**src/rtl/median_filter_pkg.sv**
```systemverilog
// -----------------------------------------------------------------------------
// median_filter_pkg
// Shared definitions for the binary median filter and its pass scheduler:
//   - pass_state_t : scheduler state encoding
//   - ACTIVE_W     : width of the filter's active-window count
//   - PASS_W       : width of the completed-pass counter (holds 0..8)
//   - NUMPASS_W    : width of the requested-passes-minus-one field
//   - ADDR_W       : frame address width, shared with the filter
// -----------------------------------------------------------------------------
package median_filter_pkg;

    localparam int ACTIVE_W  = 13;
    localparam int PASS_W    = 4;
    localparam int NUMPASS_W = 3;
    localparam int ADDR_W    = 8;

    typedef enum logic [2:0] {
        IDLE,
        ARM,
        KICK,
        RUN,
        EVAL,
        DONE
    } pass_state_t;

endpackage

```
**src/rtl/median_pass_scheduler_pass_watchdog.sv**
```systemverilog
// -----------------------------------------------------------------------------
// pass_watchdog
// Cycle counter with synchronous clear and count enable. limitHit is high
// during the LIMIT-th consecutive enabled cycle after a clear, so the owner
// can leave its waiting state on the following edge.
// Ports:
//   clk      in  clock, rising edge
//   reset    in  synchronous active-low reset
//   clear    in  restart the count from zero
//   enable   in  count this cycle
//   limitHit out LIMIT enabled cycles have elapsed (combinational)
// -----------------------------------------------------------------------------
module pass_watchdog #(
    parameter int LIMIT = 400000,
    parameter int W     = 20
) (
    input  logic clk,
    input  logic reset,
    input  logic clear,
    input  logic enable,
    output logic limitHit
);

    logic [W-1:0] count;

    // NOTE: state is updated with non-blocking assignments so every register
    // samples the values from before the edge, independent of statement order.
    always_ff @(posedge clk) begin
        if (!reset) begin
            count <= '0;
        end else if (clear) begin
            count <= '0;
        end else if (enable && !limitHit) begin
            count <= count + W'(1);
        end
    end

    assign limitHit = enable && (count == W'(LIMIT - 1));

endmodule

```
**src/rtl/median_pass_scheduler.sv**
```systemverilog
// -----------------------------------------------------------------------------
// median_pass_scheduler
// Sequences the median filteringModule over 1..8 passes of a frame,
// ping-ponging source/destination banks between passes and stopping early
// once the active-window count stops changing.
//
// Optional feature: define MEDIAN_PASS_WATCHDOG_EN to build a watchdog that
// aborts a job stuck in ARM or RUN for WDOG_LIMIT cycles (errTimeout=1,
// resultBank = last complete image). Without it, errTimeout stays 0 and ARM
// and RUN wait indefinitely.
//
// Ports:
//   clk, reset          clock; synchronous active-low reset
//   hostStart           job request, sampled in IDLE only
//   numPasses           requested passes minus one, latched at job accept
//   hostBusy            job in progress (ARM through DONE)
//   hostDone            one-cycle completion pulse
//   passCount           completed passes of the current/last job
//   resultBank          bank holding the final image, valid with hostDone
//   converged           last job stopped early on equal counts
//   errTimeout          sticky watchdog flag, cleared on job accept
//   filterStart         one-cycle start pulse to the filter
//   filterReady         filter idle and able to accept a start
//   filterDone          filter pass-complete pulse
//   activeWindows       filter window count, valid with filterDone
//   srcBank / dstBank   banks the filter reads / writes (dstBank = ~srcBank)
//   lastActiveWindows   count captured at the most recent filterDone
// -----------------------------------------------------------------------------
module median_pass_scheduler
    import median_filter_pkg::*;
#(
    parameter int WDOG_LIMIT = 400000,
    parameter int WDOG_W     = 20
) (
    input  logic                 clk,
    input  logic                 reset,
    input  logic                 hostStart,
    input  logic [NUMPASS_W-1:0] numPasses,
    output logic                 hostBusy,
    output logic                 hostDone,
    output logic [PASS_W-1:0]    passCount,
    output logic                 resultBank,
    output logic                 converged,
    output logic                 errTimeout,
    output logic                 filterStart,
    input  logic                 filterReady,
    input  logic                 filterDone,
    input  logic [ACTIVE_W-1:0]  activeWindows,
    output logic                 srcBank,
    output logic                 dstBank,
    output logic [ACTIVE_W-1:0]  lastActiveWindows
);

    if (longint'(WDOG_LIMIT) >= (longint'(1) << WDOG_W)) begin : gWdogCfgBad
        $error("WDOG_LIMIT must be below 2**WDOG_W");
    end

    pass_state_t          state;
    logic [NUMPASS_W-1:0] numPassesLat;
    logic [ACTIVE_W-1:0]  prevActive;
    logic                 wdogHit;

`ifdef MEDIAN_PASS_WATCHDOG_EN
    logic wdogWaiting;

    // Counting only in ARM/RUN and clearing everywhere else restarts the
    // count on every entry to either state.
    assign wdogWaiting = (state == ARM) || (state == RUN);

    pass_watchdog #(
        .LIMIT (WDOG_LIMIT),
        .W     (WDOG_W)
    ) uWatchdog (
        .clk      (clk),
        .reset    (reset),
        .clear    (!wdogWaiting),
        .enable   (wdogWaiting),
        .limitHit (wdogHit)
    );
`else
    assign wdogHit = 1'b0;
`endif

    // The destination is always the other bank, so it is never stored.
    assign dstBank = ~srcBank;

    always_ff @(posedge clk) begin
        if (!reset) begin
            state             <= IDLE;
            hostBusy          <= 1'b0;
            hostDone          <= 1'b0;
            filterStart       <= 1'b0;
            converged         <= 1'b0;
            errTimeout        <= 1'b0;
            passCount         <= '0;
            lastActiveWindows <= '0;
            prevActive        <= '0;
            resultBank        <= 1'b0;
            srcBank           <= 1'b0;
            numPassesLat      <= '0;
        end else begin
            // Pulses default low and are raised only on the edge entering
            // their state, which keeps them exactly one cycle wide.
            hostDone    <= 1'b0;
            filterStart <= 1'b0;

            unique case (state)
                IDLE: begin
                    if (hostStart) begin
                        numPassesLat <= numPasses;
                        passCount    <= '0;
                        converged    <= 1'b0;
                        errTimeout   <= 1'b0;
                        srcBank      <= 1'b0;
                        hostBusy     <= 1'b1;
                        state        <= ARM;
                    end
                end

                ARM: begin
                    if (filterReady) begin
                        filterStart <= 1'b1;
                        state       <= KICK;
                    end else if (wdogHit) begin
                        // Abort: srcBank still holds the last complete image.
                        errTimeout <= 1'b1;
                        hostDone   <= 1'b1;
                        resultBank <= srcBank;
                        state      <= DONE;
                    end
                end

                // filterDone is deliberately not looked at here, so RUN
                // always waits for a pulse that follows the start.
                KICK: state <= RUN;

                RUN: begin
                    if (filterDone) begin
                        prevActive        <= lastActiveWindows;
                        lastActiveWindows <= activeWindows;
                        passCount         <= passCount + PASS_W'(1);
                        state             <= EVAL;
                    end else if (wdogHit) begin
                        errTimeout <= 1'b1;
                        hostDone   <= 1'b1;
                        resultBank <= srcBank;
                        state      <= DONE;
                    end
                end

                EVAL: begin
                    // The pass-limit test takes priority, so equal counts on
                    // the final pass do not report convergence. The passCount
                    // guard keeps pass 1 from comparing against a stale count
                    // left over from the previous job.
                    if (passCount == PASS_W'(numPassesLat) + PASS_W'(1)) begin
                        hostDone   <= 1'b1;
                        resultBank <= ~srcBank;
                        state      <= DONE;
                    end else if (passCount >= PASS_W'(2) &&
                                 lastActiveWindows == prevActive) begin
                        converged  <= 1'b1;
                        hostDone   <= 1'b1;
                        resultBank <= ~srcBank;
                        state      <= DONE;
                    end else begin
                        // The image just written becomes the next source.
                        srcBank <= ~srcBank;
                        state   <= ARM;
                    end
                end

                DONE: begin
                    hostBusy <= 1'b0;
                    state    <= IDLE;
                end

                default: state <= IDLE;
            endcase
        end
    end

endmodule

```
**config.mk**
```make
export PLATFORM = sky130hd
export DESIGN_NAME = median_pass_scheduler
export DESIGN_NICKNAME = d
export VERILOG_FILES = /design/src/rtl/median_filter_pkg.sv /design/src/rtl/median_pass_scheduler_pass_watchdog.sv /design/src/rtl/median_pass_scheduler.sv
export SDC_FILE = /design/constraint.sdc
export NUM_CORES = 1
export LEC_CHECK = 0
export ABC_CLOCK_PERIOD_IN_PS = 2710
export CAP_MARGIN = 40
export CORE_ASPECT_RATIO = 0.9
export CORE_MARGIN = 5
export CORE_UTILIZATION = 30
export DETAILED_ROUTE_END_ITERATION = 7
export HOLD_SLACK_MARGIN = 0.15
export SYNTH_ARGS = -nofsm -noshare
export SYNTH_HDL_FRONTEND = slang
export SYNTH_SLANG_ARGS = --single-unit
```
**constraint.sdc**
```tcl
create_clock -name clk -period 2.71 [get_ports clk]
set_clock_uncertainty 0.2 [all_clocks]
set_input_delay 0.813 -clock clk [delete_from_list [all_inputs] [get_ports clk]]
set_output_delay 0.813 -clock clk [all_outputs]
set_load 0.03 [all_outputs]
```
* Word-level counts from Yosys, hierarchy flattened
Cells that the tools add are included.
Word-level totals: bits in registers 42, bits of input ports 21, output and inout port bits 25, logic and storage cells 67
Operators by class: add/subtract/negate cells 2, magnitude comparators 1, equal/unequal tests 13, mux-type cells 23, bitwise logic cells 1, reductions and logical operators 16
Operator list (count):
- $mux W3 | 5
- $pmux W3 S5 | 1
- $eq A13 B13 Y1 | 1
- $ne A2 B2 Y1 const B | 6
- $reduce_and A2 Y1 | 6
- $mux W1 | 11
- $mux W4 | 2
- $pmux W4 S2 | 1
- $reduce_and A4 Y1 | 2
- $reduce_bool A2 Y1 | 4
- $eq A3 B2 Y1 const B | 2
- $eq A3 B3 Y1 const B | 2
- $pmux W1 S2 | 3
- $reduce_and A3 Y1 | 2
- $add A3 B1 Y4 const B | 1
- $add A4 B1 Y4 const B | 1
- $eq A4 B4 Y1 | 1
- $ge A4 B2 Y1 const B | 1
- $eq A3 B1 Y1 const B | 1
- $logic_not A3 Y1 | 1
- $logic_and A1 B1 Y1 | 1
- $not A1 Y1 | 1

* Longest topological paths before layout
depth after elaboration 5, depth in mapped cells 7, gate-level depth less buffers 7

* Least setup slack after synthesis
OpenSTA, ideal clock, no wires.
path kind flip-flop to flip-flop, start reg passCount[2], end reg srcBank, library setup time 101 ps, data arrival time 1961 ps, data required time 2409 ps, path slack 448 ps, cell stages (with the launch flop) 6, buffers on the path 0, clock period less this slack 2262 ps, path through dfxtp_1 -> xor2_1 -> or4bb_1 -> a311oi_1 -> o311ai_0 -> o41ai_1
Between the ends: word-level cells in the longest chain between the ends 4, elaborated cells between the ends (all ways) 6, classes of those cells order compare (1); eq/ne (3); reduce/logical (2)
Ends and longest elaborated chain:
- from (decl) | RTL line median_pass_scheduler.sv:41 | output logic [PASS_W-1:0] passCount,
- from (signal assigned) | RTL line median_pass_scheduler.sv:141 | passCount <= passCount + PASS_W'(1);
- $ge A4 B2 Y1 | RTL line median_pass_scheduler.sv:160 | end else if (passCount >= PASS_W'(2) &&
- $logic_and A1 B1 Y1 | RTL line median_pass_scheduler.sv:160
- $ne A2 B2 Y1 (no line)
- $reduce_and A4 Y1 (no line) (*)
- to (signal assigned) | RTL line median_pass_scheduler.sv:168 | srcBank <= ~srcBank;
- to (decl) | RTL line median_pass_scheduler.sv:49 | output logic srcBank,
Mark *: on every way between the ends. The rest lies on a longest branch, timed or not. A chain may end at the register's enable or synchronous reset.

* Worst setup path after layout
start reg passCount[1], end out passCount[1]
No word-level cell between the ends.

==> impl_metrics.ini <==
[place]
placed_area_um2 = 2450
portBuffers = 44
place.gp.congestion = 0.764
dp_hpwl_um = 3040
dp.cells = 343

[layout]
drive_gt1_frac = 0.0494
n_fill_cell = 642
final_area_um2 = 2520
area_growth_pct = 32.8
diodes = 0
fin_nets = 287
stdcell_count = 350

[timing]
setup_viol = 0
hold_slack_ns = 0.258
fmax_mhz = 400
slew_headroom = 0.657
slew_viol_final = 0
final.min_clock_period_ns = 2.50
fin_tns_setup_ns = 0
worst_pin_slew_ns = 0.510
period_share = 0.923
rsz0062_at_grt = no
hold_viol = 0

[synth]
synth_cells = 218
yosysUniqueCellTypes = 36
ys_seq_area_frac = 0.442
syn_area_per_cell_um2 = 8.72
yosysWarnings = 0
synth_fp_nets = 242
synth.cell_area_um2 = 1900
synth-seq-cells = 42
synth_top_area_cell = dfxtp_1
synth.top_cell.area_share = 0.442
ys_async_sr_fraction = 0
synth-edff-count = 0
netlist_top_cells_area = dfxtp_1, nand2_1, a21boi_0
synth_ff_type = dfxtp_1

[setup_path]
crit_path_cell_trace = clkdlybuf4s50_1
slowest_delay_ns = 0.73
timing.reg2reg.setup_slack_ns = 0.27
end_kind = output pin
required_ns = 1.70
worst_setup_path_start_kind = register
crit_slowest_cell = clkdlybuf4s50_1
crit_type = reg -> out
crit_fanout = 7
arrival_ns = 1.49
critical_path.top_delay_family = buffers and inverters
crit_buf_inv = 1

[clock_network]
ctsHoldBuffers = 0
cts_max_level = 2
cts_made_buffers = 5
root_buffer = clkbuf_8
cts_resized = 0
cts_buffer_depth = 2
cts_tree = yes
cts.sinks = 42
clkTransAtPathRegs_ns = 0.08
post-cts-setup-buffers = 0
clk_latency_ns = 0.29

[global_route]
grt-ovfl-total = 0
grt_start_max_net_pins = 28
grt_antenna_before_repair = 0
first_global_vias = 1466
track_usage = 0.109
grt_pass1_wl_um = 7000

[power]
leakage_nw = 0.879
ir_drop_mv = 0.180
p_per_area_nw_per_um2 = 480

[job]
cap_violations = 0

[die]
dieArea_um2 = 8030
row_count = 27
die_y_um = 85.5
initial_core_util = 0.309
ioPinCount = 46
die_w_um = 93.9
coreArea_um2 = 6150

[drt]
drt-initial-drc-count = 66
drcViolationCount = 0
vias_per_cell = 4.45
wl_per_cell_um = 12.1
first_pass_iters = 4
drtAntennaViolNets = 0
vias = 1556
wl_um = 4220

[run_status]
status = completed

[hold_path]
min_path_type = reg -> reg
[Yosys cell counts, types with 2 or more instances]
| cell | n |
|---|---|
| nor2_1 | 4 |
| dfxtp_1 | 42 |
| xnor2_1 | 12 |
| a21boi_0 | 27 |
| nand4_1 | 4 |
| nor2b_1 | 5 |
| inv_1 | 3 |
| clkbuf_1 | 9 |
| a21oi_1 | 4 |
| nand2_1 | 59 |
| xor2_1 | 8 |
| ha_1 | 3 |
| and3_1 | 3 |
| mux2i_1 | 4 |
| nand3_1 | 3 |
| and2_1 | 2 |
| o21ai_0 | 5 |
| nand2b_1 | 3 |
[cells by family (layout without fill, tap and decap cells)]
| group | after synthesis | in the layout | share of synthesized area |
|---|---|---|---|
| simple gates | 94 | 94 | 0.241 |
| xor+xnor | 20 | 20 | 0.0922 |
| mux | 4 | 4 | 0.0211 |
| flops | 42 | 42 | 0.442 |
| other cells | 1 | 1 | 0.00197 |
| fa+ha+maj | 3 | 3 | 0.0198 |
| compound gates | 40 | 40 | 0.148 |
| buf+inv | 14 | 59 | 0.0336 |
[state kept, by name, summed over array words and instances (netlist names)]
register / flops
filterStart: 1
resultBank: 1
converged: 1
hostBusy: 1
state: 3
srcBank: 1
lastActiveWindows: 13
numPassesLat: 3
passCount: 4
prevActive: 13
hostDone: 1
[layer usage]
metal | wire, µm | global-route usage
met1 | 2150 | 0.150
met2 | 1810 | 0.157
met3 | 214 | 0.0404
met4 | 40 | 0.0341
met5 | 0 | 0
[cell usage in the layout, fill, tap and decap left out, types with 2 or more instances in the layout]
| cell type | count |
|---|---|
| clkdlybuf4s50_1 | 44 |
| nand4_1 | 4 |
| nand3_1 | 3 |
| o21ai_0 | 5 |
| ha_1 | 3 |
| dfxtp_1 | 42 |
| and3_1 | 3 |
| a21boi_0 | 27 |
| mux2i_1 | 4 |
| clkbuf_1 | 2 |
| nor2b_1 | 5 |
| and2_1 | 2 |
| buf_4 | 4 |
| a21oi_1 | 4 |
| nor2_1 | 4 |
| xor2_1 | 8 |
| nand2_1 | 59 |
| clkbuf_8 | 5 |
| inv_1 | 3 |
| nand2b_1 | 3 |
| xnor2_1 | 12 |
[power by group]
part / internal, mW / switching, mW / total [mW]
logic: 0.0886 / 0.0879 / 0.176
clock network: 0.178 / 0.198 / 0.376
registers: 0.636 / 0.0240 / 0.660
total: 0.902 / 0.310 / 1.21
[path summary, 6_finish.rpt]
check,cells past startpoint,end,from
setup / recovery,1,passCount[1],passCount[1]$_SDFFE_PN0P_
setup reg to reg,6,srcBank$_SDFFE_PN0P_,numPassesLat[0]$_SDFFE_PN0P_
hold reg to reg,2,converged$_SDFFE_PN0P_,converged$_SDFFE_PN0P_
hold / removal,2,converged$_SDFFE_PN0P_,converged$_SDFFE_PN0P_
[final cells by class]
class                   instances  area, µm²  share of cell area
well taps                      87        109              0.0431
inverters                       3       11.3             0.00446
multi-input cells             162        996               0.395
clock buffers                   7       76.3              0.0302
repair buffers                 49        490               0.194
flip-flops and latches         42        841               0.333
[worst register-to-register path, stage by stage (launching register included)]
cell      delay, ns
dfxtp_1        0.40
ha_1           0.18
xor2_1         0.22
or4bb_1        0.51
a311oi_1       0.50
o311ai_0       0.23
o41ai_1        0.09
[stage by stage]
step | total power [mW] | utilization | setup slack (ns)
final | 1.21 | 0.410 | 0.209
after global routing | 1.27 | 0.410 | 0.0795
after CTS | 1.23 | 0.410 | 0.198
after detailed placement | 0.851 | 0.398 | 0.309
after global placement | 0.851 | 0.398 | 0.349
after floorplan | 0.783 | - | 0.448
Power figures use the tool's default switching activity.
==> variant 1: new RTL, config.mk and constraints unchanged <==
Change the package constant `ACTIVE_W` from 13 to 17.
--- a/src/rtl/median_filter_pkg.sv
+++ b/src/rtl/median_filter_pkg.sv
@@ -9,7 +9,7 @@
 // -----------------------------------------------------------------------------
 package median_filter_pkg;
 
-    localparam int ACTIVE_W  = 13;
+    localparam int ACTIVE_W  = 17;
     localparam int PASS_W    = 4;
     localparam int NUMPASS_W = 3;
     localparam int ADDR_W    = 8;
Interface: changed (resized activeWindows and lastActiveWindows); port bits go from 46 to 54. The function was not compared with the original's and may differ.
==> variant 1 against the unedited design <==
  * Routed wire length increased by 18%
  * Power increased by 11%
  * Die area increased by 13%
  * Synthesized area increased by 15%
  * Hold slack improved by 3.8 ps
  * Critical path depth unchanged
  * Clock power increased by 15%
  * First-iteration DRC count increased by 76%
  * Design area increased by 15%
  * Sequential cell count increased by 8
  * Setup slack improved by 22 ps
  * Synthesized cell count increased by 25%
==> variant 1: results (changes against the unedited design) <==
Seq/Total Area, Yosys -> 45.9% (+1.6 points)
Port Buf Inserts -> 52 (+18%)
Avg Cell Area, Syn -> 8.02 sq um (-8.0%)
fraction of layout cells with a size suffix above 1 -> 6.52% (+1.6 points)
total iterations of the first detailed-routing run -> 4 (unchanged)
Final Non-Filler Cells -> 415 (+19%)
first-pass GRT wire length -> 8630 um (+23%)
dpl cells -> 407 (+19%)
vias per inst -> 4.49 (+0.98%)
DRT Wirelength -> 5000 um (+18%)
Net Sw Power -> 0.000345 W (+11%)
GPL Wtd Cong -> 0.841 (+10%)
pin count of the biggest net entering global routing -> 39 (+39%)
status -> completed
M1 GR Usage -> 16.0% (+1.0 points)
vias in the first global route -> 1855 (+27%)
Iter 0 DRT Violations -> 116 (+76%)
DPL Wire Length -> 3590 um (+18%)
post-synthesis mux area share -> 0.459% (-1.6 points)
# resized after CTS -> 0 (unchanged)
Leak -> 1.07 nW (+21%)
Synth Area in Compound Gates -> 13.5% (-1.3 points)
Synthesized Nets -> 300 (+24%)
met2 usage in global routing -> 17.1% (+1.4 points)
Cell variety after synth -> 33 (-8.3%)
Max VDD drop -> 197 uV (+9.5%)
CP max FO -> 5 (-2)
synth cell count leaders -> nand2_1 (86), dfxtp_1 (50), a21oi_1 (45)
met3 GRT Util -> 3.17% (-0.87 points)
Area contributors post-synth -> dfxtp_1 (46%), nand2_1 (15%), a21oi_1 (10%)
Layout Nets -> 349 (+22%)
largest registers -> lastActiveWindows x17, prevActive x17, passCount x4
Worst-Skew Late Latency -> 310 ps (+20 ps)
variant 1: changes by cell type after synthesis, sizes merged, moves of 5 or more:
cell and delta:
dfxtp +8, nand2 +28, xnor2 -5, a21boi -27, buf +6, a21oi +41
xor2 +9, nor2 +6
variant 1: final timing paths:
kind / startpoint / endpoint / slack (ps) / cells after the start
worst min-delay path: resultBank$_SDFFE_PN0P_ / resultBank$_SDFFE_PN0P_ / 260 / 2
worst max-delay path: passCount[2]$_SDFFE_PN0P_ / passCount[2] / 230 / 1
worst max register to register: state[0]$_SDFFE_PN0P_ / srcBank$_SDFFE_PN0P_ / 670 / 6
worst min register to register: resultBank$_SDFFE_PN0P_ / resultBank$_SDFFE_PN0P_ / 260 / 2
variant 1: power groups by stage:
| stage | clock (W) | combinational, W | sequential (W) |
|---|---|---|---|
| 2_1_floorplan | 0 | 0.0000874 | 0.000784 |
| 3_3_place_gp | 0 | 0.000152 | 0.000783 |
| 3_5_place_dp | 0 | 0.000153 | 0.000784 |
| 4_1_cts | 0.000454 | 0.000153 | 0.000766 |
| 5_1_grt | 0.000480 | 0.000165 | 0.000769 |
| 6_report | 0.000431 | 0.000151 | 0.000766 |
variant 1: per-stage QoR:
step / power, W / setup WS [ps] / hold slack (ps) / util, % / instance area (sq um)
2_1_floorplan: 0.000871 / 711 / 248 / - / 2180
3_3_place_gp: 0.000935 / 399 / 246 / 39.9 / 2820
3_5_place_dp: 0.000936 / 344 / 249 / 39.9 / 2820
4_1_cts: 0.00137 / 210 / 269 / 41.2 / 2910
5_1_grt: 0.00141 / 162 / 294 / 41.2 / 2910
6_report: 0.00135 / 231 / 262 / 41.2 / 2910
variant 1: layout make-up:
cell class / count / area [sq um]
Multi-Input combinational cell: 202 / 1080
Clock buffer: 5 / 68.8
Timing Repair Buffer: 59 / 611
Sequential cell: 50 / 1000
Fill cell: 729 / 4160
Inverter: 3 / 11.3
Tap cell: 93 / 116
Clock inverter: 3 / 21.3
variant 1: kinds of logic (layout without fill, tap and decap cells):
kind of cell,after synthesis,count (layout)
AOI/OAI and AO/OA,53,53
xor gates and xnor gates,24,24
adders and majority gates,3,3
buffers and inverters,20,70
DFF,50,50
muxes,1,1
other,1,1
and+or+nand+nor,120,120
variant 1: layer usage:
layer,vias to the layer above,share of wire (%)
met3,6,4.5
met4,0,1.2
met1,832,50
met5,-,0
li1,986,-
met2,39,44
variant 1: worst register-to-register path, cell delays in order, from the launching register on:
cell	delay (ps)
dfxtp_1	440
nor2_8	200
nand2_4	80
or4_4	580
o22ai_4	260
o211ai_1	130
o31ai_1	70
==> variant 2: new RTL, same flow settings <==
Without the edit above. Make the reset (`reset`) asynchronous in one clocked block. Comments in the files are not updated.
--- a/src/rtl/median_pass_scheduler.sv
+++ b/src/rtl/median_pass_scheduler.sv
@@ -84,7 +84,7 @@
     // The destination is always the other bank, so it is never stored.
     assign dstBank = ~srcBank;
 
-    always_ff @(posedge clk) begin
+    always_ff @(posedge clk or negedge reset) begin
         if (!reset) begin
             state             <= IDLE;
             hostBusy          <= 1'b0;
Behaviour: differs if reset is asserted again (counterexample within 4 cycles, from zero or initial values and one cycle with reset low); with reset held inactive, the same outputs for 10 cycles.
==> variant 2 against the unedited design <==
  * Hold slack better by 42 ps
  * Sequential share of layout area up 6.1 points
  * Routed wire length shrank 2.0%
  * Synthesized area rose by 5.8%
  * Design area is 5.6% higher
  * Setup slack lost 11 ps
  * Die area rose by 5.1%
  * Sequential cell count unchanged
Power is not compared: it rests on default switching activity, and its combinational part moved more than twofold at a synthesized area within 25%.
==> variant 2: results (changes against the unedited design) <==
status -> completed
R2R Path End -> resultBank$_DFFE_PN0P_
Synth Area in Compound Gates -> 7.22% (-7.6 points)
Worst Reg-to-Reg Cells -> 7 (+1)
RR Startpoint -> passCount[0]$_DFFE_PN0P_
Synthesized Nets -> 236 (-2.5%)
Hold Worst Slack -> 299 ps (+41.5 ps)
reg2reg setup slack -> 440 ps (+170 ps)
DPL Wire Length -> 2950 um (-3.0%)
fill count -> 662 (+3.1%)
post-place setup slack -> 319 ps (+10.2 ps)
Seq/Total Area, Yosys -> 52.3% (+8.0 points)
vias in the first global route -> 1481 (+1.0%)
seq_cells -> 42 (unchanged)
fraction of layout cells with a size suffix above 1 -> 9.69% (+4.7 points)
WL met1 -> 1990 um (-7.4%)
Non-clock buffer share -> 18.2% (-1.2 points)
multi-input gates -> 154 (-4.9%)
Post-Synth Adder-Cell Area -> 1.87% (-0.11 points)
post-synthesis mux area share -> 2.43% (+0.32 points)
post-synthesis xor/xnor area fraction -> 7.41% (-1.8 points)
GRT Resource Usage Total -> 10.7% (-0.19 points)
Area contributors post-synth -> dfrtp_1 (52%), nand2_1 (16%), xnor2_1 (5.2%)
first-pass GRT wire length -> 7100 um (+1.4%)
M1 GR Usage -> 14.7% (-0.35 points)
Iter 0 DRT Violations -> 52 (-21%)
vias per inst -> 4.38 (-1.5%)
DRT Wirelength -> 4130 um (-2.0%)
routed wl met2 -> 1860 um (+2.4%)
CP peak stage delay -> 690 ps (-40 ps)
max_slew headroom -> 49.8% (-16 points)
synth cell count leaders -> nand2_1 (84), dfrtp_1 (42), xnor2_1 (12)
minimum clock period -> 2510 ps (+11.3 ps)
clock network share of area -> 4.23% (+1.2 points)
met3 GRT Util -> 3.61% (-0.43 points)
-- variant 2: changes by cell type after synthesis, moves of 4 or more --
cell / before / now
dfxtp_1: 42 / 0
nand2_1: 59 / 84
mux2i_1: 4 / 0
a21boi_0: 27 / 0
dfrtp_1: 0 / 42
nor2b_1: 5 / 0
-- variant 2: report_power, final --
| part | internal (W) | leakage (nW) | total, W | switching (W) |
|---|---|---|---|---|
| clock | 0.000276 | 0.0585 | 0.000493 | 0.000217 |
| combinational | 0.000610 | 0.635 | 0.00134 | 0.000726 |
| sequential | 0.000870 | 0.535 | 0.00115 | 0.000278 |
-- variant 2: through the flow --
| stage | instances | area, sq um | utilization, % |
|---|---|---|---|
| after floorplan | 212 | 2010 | - |
| after global placement | 340 | 2550 | 39.0 |
| after detailed placement | 340 | 2550 | 39.0 |
| after CTS | 348 | 2670 | 40.7 |
| after global routing | 348 | 2670 | 40.7 |
| final | 348 | 2670 | 40.7 |
